File: config.mk
export PLATFORM = sky130hd
export DESIGN_NAME = pipelined_tree_multiplier
export DESIGN_NICKNAME = d
export VERILOG_FILES = /design/src/rtl/pipelined_tree_multiplier.sv
export SDC_FILE = /design/constraint.sdc
export NUM_CORES = 1
export LEC_CHECK = 0
export CAP_MARGIN = 5
export CORE_ASPECT_RATIO = 0.75
export CORE_MARGIN = 2
export CORE_UTILIZATION = 64
export DETAILED_ROUTE_END_ITERATION = 8
export GPL_ROUTABILITY_DRIVEN = 0
export PLACE_DENSITY = 0.95
export SYNTH_ARGS = -nofsm -noshare
export SYNTH_HDL_FRONTEND = slang
export SYNTH_SLANG_ARGS = --single-unit
File: constraint.sdc
create_clock -name clk -period 6.2 [get_ports clk]
set_clock_uncertainty 0.15 [all_clocks]
set_input_delay 0.62 -clock clk [delete_from_list [all_inputs] [get_ports clk]]
set_output_delay 0.62 -clock clk [all_outputs]
set_load 0.01 [all_outputs]
File: src/rtl/pipelined_tree_multiplier.sv
// WIDTH x WIDTH -> 2*WIDTH multiplier (signed or unsigned per transaction) on valid/ready streams.
// Baugh-Wooley partial products, carry-save 3:2 tree, Kogge-Stone final adder, 1..4 register stages.
module pipelined_tree_multiplier #(
  parameter int unsigned WIDTH  = 8,
  parameter int unsigned STAGES = 3
) (
  input  logic               clk,
  input  logic               rst,
  input  logic               in_valid,
  output logic               in_ready,
  input  logic [WIDTH-1:0]   x,
  input  logic [WIDTH-1:0]   y,
  input  logic               sgn,
  output logic               out_valid,
  input  logic               out_ready,
  output logic [2*WIDTH-1:0] o
);

  if (WIDTH < 2 || WIDTH > 32 || STAGES < 1 || STAGES > 4) begin : g_bad_param
    $fatal(1, "pipelined_tree_multiplier: WIDTH must be 2..32 and STAGES 1..4");
  end

  localparam int unsigned P  = 2 * WIDTH;
  localparam int unsigned NR = WIDTH + 1;  // WIDTH partial-product rows plus one correction row

  typedef logic [NR-1:0][P-1:0] rows_t;
  typedef logic [1:0][P-1:0]    pair_t;

  function automatic int unsigned next_rows(input int unsigned n);
    return (n > 2) ? (n / 3) * 2 + n % 3 : n;
  endfunction

  function automatic int unsigned num_levels(input int unsigned n);
    int unsigned m;
    int unsigned l;
    m = n;
    l = 0;
    for (int unsigned i = 0; i < 16; i++) begin
      if (m > 2) begin
        m = next_rows(m);
        l++;
      end
    end
    return l;
  endfunction

  function automatic int unsigned rows_after(input int unsigned n, input int unsigned lv);
    int unsigned m;
    m = n;
    for (int unsigned i = 0; i < 16; i++) begin
      if (i < lv) m = next_rows(m);
    end
    return m;
  endfunction

  localparam int unsigned NLVL = num_levels(NR);
  localparam int unsigned MID  = NLVL / 2;
  localparam int unsigned NMID = rows_after(NR, MID);

  // Signed mode inverts the cross terms touching exactly one MSB and adds 2^W + 2^(2W-1).
  function automatic rows_t gen_pp(input logic [WIDTH-1:0] a, input logic [WIDTH-1:0] b,
                                   input logic s);
    rows_t r;
    logic  bit_pp;
    r = '0;
    for (int unsigned i = 0; i < WIDTH; i++) begin
      for (int unsigned j = 0; j < WIDTH; j++) begin
        bit_pp = a[j] & b[i];
        if (s && ((i == WIDTH - 1) != (j == WIDTH - 1))) bit_pp = ~bit_pp;
        r[i][i+j] = bit_pp;
      end
    end
    if (s) begin
      r[WIDTH][WIDTH] = 1'b1;
      r[WIDTH][P-1]   = 1'b1;
    end
    return r;
  endfunction

  function automatic rows_t csa_reduce(input rows_t r_in, input int unsigned n_in,
                                       input int unsigned lv);
    rows_t       r;
    int unsigned n;
    int unsigned grp;
    int unsigned rem;
    logic [P-1:0] a, b, c;
    r = r_in;
    n = n_in;
    for (int unsigned l = 0; l < NLVL; l++) begin
      if (l < lv && n > 2) begin
        grp = n / 3;
        rem = n % 3;
        for (int unsigned g = 0; g < NR / 3; g++) begin
          if (g < grp) begin
            a = r[3*g];
            b = r[3*g+1];
            c = r[3*g+2];
            r[2*g]   = a ^ b ^ c;
            r[2*g+1] = ((a & b) | (a & c) | (b & c)) << 1;
          end
        end
        for (int unsigned k = 0; k < 2; k++) begin
          if (k < rem) r[2*grp+k] = r[3*grp+k];
        end
        n = 2 * grp + rem;
        for (int unsigned k = 0; k < NR; k++) begin
          if (k >= n) r[k] = '0;
        end
      end
    end
    return r;
  endfunction

  function automatic pair_t csa_final(input rows_t r_in, input int unsigned n_in,
                                      input int unsigned lv);
    rows_t r;
    r = csa_reduce(r_in, n_in, lv);
    return r[1:0];
  endfunction

  function automatic logic [P-1:0] prefix_add(input logic [P-1:0] a, input logic [P-1:0] b);
    logic [P-1:0] gg, pp, p;
    p  = a ^ b;
    gg = a & b;
    pp = p;
    // Descending index keeps lower positions at the previous level's values.
    for (int d = 1; d < int'(P); d = d * 2) begin
      for (int i = int'(P) - 1; i >= d; i--) begin
        gg[i] = gg[i] | (pp[i] & gg[i-d]);
        pp[i] = pp[i] & pp[i-d];
      end
    end
    return p ^ {gg[P-2:0], 1'b0};
  endfunction

  logic         w_advance;
  rows_t        w_pp, w_a, w_mid, w_b;
  logic         w_a_v, w_b_v, w_c_v;
  pair_t        w_red, w_c;
  logic [P-1:0] w_sum;
  logic [P-1:0] r_o;
  logic         r_ov;

  assign w_advance = !r_ov | out_ready;
  assign in_ready  = w_advance;
  assign w_pp      = gen_pp(x, y, sgn);

  if (STAGES >= 2) begin : g_stage_a
    rows_t r_a;
    logic  r_a_v;
    always_ff @(posedge clk or posedge rst) begin
      if (rst) begin
        r_a   <= '0;
        r_a_v <= 1'b0;
      end else if (w_advance) begin
        r_a   <= w_pp;
        r_a_v <= in_valid;
      end
    end
    assign w_a   = r_a;
    assign w_a_v = r_a_v;
  end else begin : g_pass_a
    assign w_a   = w_pp;
    assign w_a_v = in_valid;
  end

  assign w_mid = csa_reduce(w_a, NR, MID);

  if (STAGES >= 4) begin : g_stage_b
    rows_t r_b;
    logic  r_b_v;
    always_ff @(posedge clk or posedge rst) begin
      if (rst) begin
        r_b   <= '0;
        r_b_v <= 1'b0;
      end else if (w_advance) begin
        r_b   <= w_mid;
        r_b_v <= w_a_v;
      end
    end
    assign w_b   = r_b;
    assign w_b_v = r_b_v;
  end else begin : g_pass_b
    assign w_b   = w_mid;
    assign w_b_v = w_a_v;
  end

  assign w_red = csa_final(w_b, NMID, NLVL - MID);

  if (STAGES >= 3) begin : g_stage_c
    pair_t r_c;
    logic  r_c_v;
    always_ff @(posedge clk or posedge rst) begin
      if (rst) begin
        r_c   <= '0;
        r_c_v <= 1'b0;
      end else if (w_advance) begin
        r_c   <= w_red;
        r_c_v <= w_b_v;
      end
    end
    assign w_c   = r_c;
    assign w_c_v = r_c_v;
  end else begin : g_pass_c
    assign w_c   = w_red;
    assign w_c_v = w_b_v;
  end

  assign w_sum = prefix_add(w_c[0], w_c[1]);

  always_ff @(posedge clk or posedge rst) begin
    if (rst) begin
      r_o  <= '0;
      r_ov <= 1'b0;
    end else if (w_advance) begin
      r_o  <= w_sum;
      r_ov <= w_c_v;
    end
  end

  assign out_valid = r_ov;
  assign o         = r_o;

endmodule

* Yosys cells after proc, flatten, opt, wreduce, memory -nomap -nowiden
Cells that the tools add are included.
** Word-level totals
- Output and inout port bits :: 18
- Word-level logic and storage cells :: 283
- Bits of input ports :: 21
- Register bits after elaboration :: 115
** Operators by class
- Mux-type cells :: 15
- Reductions and logical operators :: 1
- Bitwise operators :: 252
** Operator list (number)
- 1-bit bitwise AND :: 140
- 15-bit OR :: 7
- 16-bit XOR :: 5
- 15-bit bitwise AND :: 5
- 14-bit by 15-bit bitwise AND with 15-bit output :: 4
- 1-bit OR :: 46
- 14-bit by 16-bit XOR with 16-bit output :: 2
- 11-bit by 13-bit bitwise AND with 13-bit output :: 2
- 13-bit OR :: 2
- 15-bit by 16-bit XOR with 16-bit output :: 1
- 13-bit by 15-bit bitwise AND with 15-bit output :: 1
- 15-bit by 9-bit bitwise AND with 15-bit output :: 1
- 1-bit two-way mux :: 15
- 14-bit by 15-bit OR with 15-bit output :: 1
- 14-bit by 15-bit XOR with 15-bit output :: 1
- 13-bit by 14-bit bitwise AND with 14-bit output :: 1
- 14-bit by 9-bit bitwise AND with 14-bit output :: 1
- 1-bit inverter :: 14
- 13-bit by 14-bit XOR with 14-bit output :: 1
- 10-bit by 13-bit bitwise AND with 13-bit output :: 1
- 12-bit by 13-bit bitwise AND with 13-bit output :: 1
- 11-bit by 13-bit OR with 13-bit output :: 1
- 12-bit by 13-bit OR with 13-bit output :: 1
- 11-bit by 13-bit XOR with 13-bit output :: 1
- other kinds (13) :: 13

* Logic depth before layout (Yosys ltp)
- Depth in word-level cells :: 12
- Gate-level depth with buffers :: 10
- Depth with buffers taken out :: 10

* Least setup slack after synthesis
No wires, ideal clock.
- Path type :: reg-to-reg
- Start :: reg g_stage_a.r_a[104] in the netlist's numbering
- End :: reg g_stage_c.r_c[8] in the netlist's numbering
- Setup time :: 117 ps
- Period minus slack after synthesis :: 2791 ps
- Buffers on the path :: 0
- Arrival :: 2524 ps
- Cell stages (with the launch flop) :: 9
- Required time :: 5933 ps
- Path slack :: 3409 ps
- Path through :: dfrtp_1 -> fa_1 -> inv_1 -> fa_1 -> fa_1 -> inv_1 -> fa_1 -> nand2_1 -> nand2_1
** RTL lines
- start, declared :: RTL line 149 : rows_t r_a;
- start signal, assigned :: RTL line 156 : r_a <= w_pp;
- end signal, assigned :: RTL line 198 : r_c <= w_red;
- end, declared :: RTL line 191 : pair_t r_c;

* Worst setup path after layout
- Start :: in out_ready
- End :: out in_ready
** On the way
- Cells in the longest elaborated chain, start to end :: 1
** Ends and longest elaborated chain
- start, declared :: RTL line 15 : input logic out_ready,
- 1-bit OR :: RTL line 144 : assign w_advance = !r_ov | out_ready;
- end, declared :: RTL line 10 : output logic in_ready,
Every way passes these cells.

==> flow_metrics.tcl <==
set metrics [dict create \
    hold-worst-slack_ns 0.3161 \
    worst-slew-pin-transition_ns 1.101 \
    global_route.overflow_total 0 \
    layout.filler_cells 643 \
    p_leak_nw 3.447 \
    clock_power_share_pct 16.6 \
    int_pwr_w 0.001870 \
    drv.max_cap_violation_count 0 \
    worst-endpoint-required_ns 5.43 \
    setup_tns_ns 0 \
    setup-violations-final 0 \
    hold_buffers_post_cts 0 \
    routed_wirelength_um 12300 \
    netlist-cell-type-count 30 \
    antennaDiodeCount 0 \
    reg2reg_depth 8 \
    max_slew_margin_pct 26.59 \
    clock_tree_from_tritoncts "yes" \
    largest_net_degree_at_the_start_of_global_routing 117 \
    post-place-ws_ns 2.869 \
    coreArea_um2 9121 \
    reg2reg_slack_ns 3.25 \
    vias_per_cell 5.493 \
    setup.worst_path.class "in -> out" \
    area_delta_synth_final_pct 10.68 \
    cp_data_arrival_time_ns 2.59 \
    regToRegStartpoint "g_stage_a.r_a[56]$_DFFE_PP0P_" \
    placed_area_um2 6440 \
    seq_power_share_pct 34.6 \
    terminating_pin_of_the_worst_hold_path "g_stage_c.r_c_v$_DFFE_PP0P_" \
    detail-route-antenna-nets 0 \
    layout.nets 749 \
    avgSynthCellArea_um2 9.361 \
    number_of_cells_upsized_or_downsized_after_cts 0 \
    cell_area_synth_um2 6047 \
    die_height_um 88.18 \
    syn_inst 646 \
    grt.total_usage_pct 26.96 \
    total_switching_power_w 0.001241 \
    crit_path_end_kind "primary output" \
    delay_heaviest_family_cp "buffers and inverters" \
    cellPowerDensity_nw_per_um2 464.9 \
    ios 39 \
    antenna_violations_before_repair 0 \
    dpl.hpwl_um 8428 \
    dr_total_vias 4323 \
    outcome "finished, final reports clean" \
    slew_viol_final 0 \
    numCtsBuffers 9 \
    worstPathMaxFanout 116 \
    hp-start "g_stage_c.r_c_v$_DFFE_PP0P_" \
    fmaxAchievable_ghz 0.2974 \
    drt_drc_violations_left 0 \
    yosysTopAreaCellShare_pct 45.93 \
    critical-path-slowest-cell "buf_4" \
    timing_hold_violations_final 0 \
    wire_length_of_the_first_global_routing_pass_um 21120 \
    worst_setup_path_start_kind "primary input" \
    critical_path.most_common_cell "clkdlybuf4s50_1" \
    regToRegEndpoint "g_stage_c.r_c[8]$_DFFE_PP0P_" \
    max-clock-path-buffers 2 \
    power_switching_share_pct 39.89 \
    io_buffers 38 \
    post_synth_main_area_contributors "dfrtp_1 46%, nand2_1 14%, fa_1 13%" \
    first_iter_violations 409 \
    die_w_um 116.2 \
    die_area_um2 10250 \
    clkLatencyLatePin_ns 0.35 \
    yosys.area.top_type "dfrtp_1" \
    cp_buf_inv_count 4 \
    power.share.combinational_pct 48.8 \
    cts_root_buffer "clkbuf_16" \
    ys.warnings.count 0 \
    start_util_pct 66.30 \
    count_of_standard_cell_rows 30 \
    synth_nets 739 \
    final_cell_mix "222 x nand2_1, 111 x dfrtp_1, 57 x inv_1" \
    detailedRoute.firstPassIterationCount 5 \
    route.detailed.wl_per_inst_um 15.63 \
    cts_htree_levels 3 \
    holdPathStages 2 \
    postCtsSetupRepairBufs 0 \
    timing.critical_path.slowest_cell_delay_ns 0.80 \
    worst_setup_hold_path_clk_slew_ns 0.07 \
    hold_class "reg -> reg" \
    seq_area_frac_synth_pct 45.93 \
    tritoncts_num_sinks 111 \
    period_minus_slack_ns 3.363 \
    synth-seq-cells 111 \
    commonest_non_fill_non_tap_cell_in_the_layout "nand2_1" \
    finalInstanceArea_um2 6693 \
    ir_worst_vdd_uv 238.8 \
    grt_setup_unrepaired "no" \
    post-route-period-util_pct 54.23 \
    timing.critical_path.cells "clkdlybuf4s50_1 -> nor2b_4 -> buf_4 -> inv_2 -> clkdlybuf4s50_1" \
    drive_above_1_share_pct 3.794 \
    timing.final.ws_setup_ns 2.837 \
    via_count_of_the_first_global_routing_pass 4438 \
]
worst register-to-register path: stages (launching register included):
cell	delay (ns)
dfrtp_1	0.41
fa_1	0.58
inv_1	0.07
fa_1	0.51
fa_1	0.49
inv_1	0.05
fa_1	0.48
nand2_1	0.05
nand2_1	0.10
through the flow:
step	std cells	utilization [%]	power, W
floorplan	646	-	0.002107
global placement	773	70.60	0.002452
detailed placement	773	70.60	0.002556
CTS	787	73.37	0.003119
global route	787	73.37	0.003387
finish	787	73.37	0.003111
registers in the layout, summed over array words and instances (netlist names):
name / flops
out_valid: 1
g_stage_c.r_c_v: 1
g_stage_a.r_a: 65
o: 16
g_stage_a.r_a_v: 1
g_stage_c.r_c: 27
area by class of cell:
class                   instances  area (um^2)  share of cell area [%]
flip-flops and latches        111         2778                   41.50
multi-input cells             434         2875                   42.96
clock buffers                   9        225.2                   3.365
inverters                      59        224.0                   3.346
clock inverters                 5        27.53                  0.4113
well taps                     128        160.2                   2.393
repair buffers                 41        402.9                   6.020
metal layers:
layer	part of all wire (%)	GRT usage (%)	vias up
li1	-	-	2026
met1	44	35.61	2149
met2	49	44.93	126
met3	5.3	6.367	22
met4	1.7	8.442	0
met5	0	0	-
kinds of logic after synthesis:
kind of cell / share of synthesized area (%)
DFF: 45.93
adders and majority gates: 19.74
and+or+nand+nor: 18.77
buffers and inverters: 6.642
xor gates and xnor gates: 3.621
AOI/OAI and AO/OA: 5.297
how the worst max path moves through the flow:
stage | start | to | slack [ns] | depth (start not counted)
3_3_place_gp | out_ready | in_ready | 2.89 | 5
5_1_grt | out_ready | in_ready | 2.74 | 5
3_5_place_dp | out_ready | in_ready | 2.87 | 5
4_1_cts | out_ready | in_ready | 2.86 | 5
2_1_floorplan | rst | g_stage_a.r_a[0]$_DFFE_PP0P_ | 2.50 | 1
6_report | out_ready | in_ready | 2.84 | 5
power by group through the flow:
stage	Sequential (W)	Clock, W	Combinational, W
after floorplan	0.00109	0	0.00102
after global placement	0.00108	0	0.00138
after detailed placement	0.00109	0	0.00147
after CTS	0.00108	0.000522	0.00152
after global routing	0.00110	0.000551	0.00174
final	0.00108	0.000518	0.00152
cell usage after synthesis:
| cell | count |
|---|---|
| a221o_1 | 1 |
| inv_1 | 58 |
| nor2b_1 | 1 |
| buf_1 | 1 |
| xor2_1 | 17 |
| a21oi_2 | 1 |
| nor2_1 | 4 |
| nand2_1 | 222 |
| a21oi_1 | 9 |
| clkbuf_1 | 23 |
| o211ai_2 | 1 |
| and3_2 | 1 |
| o21ba_2 | 1 |
| clkbuf_2 | 4 |
| o21bai_1 | 2 |
| o21ai_2 | 1 |
| fa_1 | 39 |
| ha_1 | 33 |
| inv_2 | 1 |
| dfrtp_1 | 111 |
| o211a_1 | 1 |
| a21o_1 | 1 |
| nand3_1 | 52 |
| xnor2_1 | 8 |
| buf_2 | 14 |
| and2_1 | 1 |
| a31oi_1 | 2 |
| o211ai_1 | 2 |
| nand2b_1 | 1 |
| o21ai_0 | 33 |
No activity file was read; power rests on OpenSTA's default activity.
==> patch, RTL diff (same flow settings) <==
Change the parameter `WIDTH` from 8 to 6.
--- a/src/rtl/pipelined_tree_multiplier.sv
+++ b/src/rtl/pipelined_tree_multiplier.sv
@@ -1,7 +1,7 @@
 // WIDTH x WIDTH -> 2*WIDTH multiplier (signed or unsigned per transaction) on valid/ready streams.
 // Baugh-Wooley partial products, carry-save 3:2 tree, Kogge-Stone final adder, 1..4 register stages.
 module pipelined_tree_multiplier #(
-  parameter int unsigned WIDTH  = 8,
+  parameter int unsigned WIDTH  = 6,
   parameter int unsigned STAGES = 3
 ) (
   input  logic               clk,
Ports: changed (resized o, x and y); port bits go from 39 to 31. The function was not compared with the original's and may differ.
==> patch against the original RTL <==
  * Cell area decreased by 38%
  * Power decreased by 41%
  * Die area decreased by 38%
  * Non-clock buffer count decreased by 9
  * Wire length decreased by 44%
  * Synthesized cell count decreased by 41%
  * Setup slack got worse by 580 ps
  * Synthesized area decreased by 39%
  * Cell count decreased by 38%
  * Count of clock-buffer cells in the layout increased by 5
  * Sequential cell count decreased by 40
  * Largest cell class is now flip-flops and latches
==> patch: results (changes against the original RTL) <==
drt:
  routedWlPerCell_um: 14.2  # -8.9%
  viasPerCell: 5.36  # -2.5%
  dr.pass1.iters: 5  # unchanged
  vias: 2608  # -40%
  drtIter0Drc: 94  # -77%
synthesis:
  ys_top_cells_by_count: "nand2_1, dfrtp_1, nand3_1"
  syn_nets: 439  # -41%
  async_flop_share: 1.00  # unchanged
  synth_area_leaders: "dfrtp_1, nand2_1, fa_1"
  yosysSeqAreaShare: 0.484  # +0.0246
  yosysWarnings: 0  # unchanged
  syn_area_per_cell_um2: 9.61  # +2.7%
  synth_cell_types: 28  # -6.7%
clock_tree:
  tritoncts.num_buffers: 9  # unchanged
  clkSlewWorstSetupHoldPaths_ps: 70  # about the same
  cts_buffer_depth: 2  # unchanged
  insertion_delay_ps: 350  # about the same
  postCtsResizedCells: 0  # unchanged
  ctsRootBufferMaster: "clkbuf_8"
  postCtsSetupBuffers: 0  # unchanged
  cts_htree_levels: 3  # unchanged
place:
  dp_hpwl_um: 4810  # -43%
  place_area_mm2: 0.00399  # -38%
  dpl.cell_count: 473  # -39%
  pre_cts_ws_ps: 2300  # -571 ps
  portBuffers: 30  # -21%
sta:
  tightest_slew_ps: 1110  # +12.7 ps
worst_setup_path:
  max_stage_delay_ps: 890  # +90 ps
  critPathMaxFanout: 77  # -34%
  slowest_stage: "inv_2"
  critPathTopFamily: "buffers and inverters"
cells_and_area:
  largest_reg_flops: 37  # -43%
  largest_register: "g_stage_a.r_a"
  layout-drive-gt1-share: 0.0558  # +0.0179
  n_antenna_cell: 0  # unchanged
  nNetsFinal: 466  # -38%
  fillCellCount: 370  # -42%
global_route:
  grt_first_pass_wirelength_um: 12100  # -43%
  grt_antenna_before_repair: 0  # unchanged
  grt_max_degree: 78  # -33%
  grt_pass1_vias: 2668  # -40%
  grt_usage: 0.247  # -0.0229
min_path:
  hold_class: "flop to flop"
power:
  vdd_ir_drop_max_v: 0.000284  # +19%
  p_leak_uw: 0.00216  # -37%
run_status:
  status: "completed"
## patch: cell types whose count changed in the layout (fill, tap and decap cells not counted), sizes merged, moves of 15 or more
cell / unedited run / this run
nand2: 222 / 150
dfrtp: 111 / 71
inv: 59 / 22
nand3: 52 / 27
fa: 39 / 19
o21ai: 34 / 19
## patch: cell families after synthesis
group	count (synthesis)	synth area share
buf+inv	38	0.0460
xor+xnor	13	0.0310
flops	71	0.484
simple gates	190	0.216
compound gates	30	0.0481
fa+ha+maj	40	0.175
## patch: final cells by class
| type | instances | area (um2) | area share |
|---|---|---|---|
| clock buffer | 14 | 183 | 0.0437 |
| inverter | 22 | 82.6 | 0.0198 |
| multi-input combinational | 273 | 1730 | 0.413 |
| sequential | 71 | 1780 | 0.425 |
| tap | 75 | 93.8 | 0.0225 |
| timing repair buffer | 32 | 315 | 0.0755 |
## patch: worst paths after layout
kind | startpoint | to | slack, ps | cells past startpoint
setup / recovery | out_ready | in_ready | 2260 | 5
hold / removal | g_stage_c.r_c_v | g_stage_c.r_c_v | 310 | 2
setup reg to reg | g_stage_a.r_a[42] | g_stage_c.r_c[6] | 3230 | 8
hold reg to reg | g_stage_c.r_c_v | g_stage_c.r_c_v | 310 | 2
max in group asynchronous | rst | g_stage_a.r_a[30] | 4630 | 3
min in group asynchronous | rst | g_stage_a.r_a[26] | 700 | 3
## patch: per-layer routing
layer  share of wire  global-route usage  vias to the layer above
met1            0.45               0.323                     1289
met5               0                   0                        -
met2            0.49               0.406                       43
met4           0.013              0.0572                        0
met3           0.047              0.0783                       14
li1                -                   -                     1262
## patch: report_power, final
part	leakage (uW)	switching [uW]	internal [uW]	total (uW)
combinational	0.00117	441	350	791
sequential	0.000891	84.5	612	696
clock	0.0000946	157	185	342
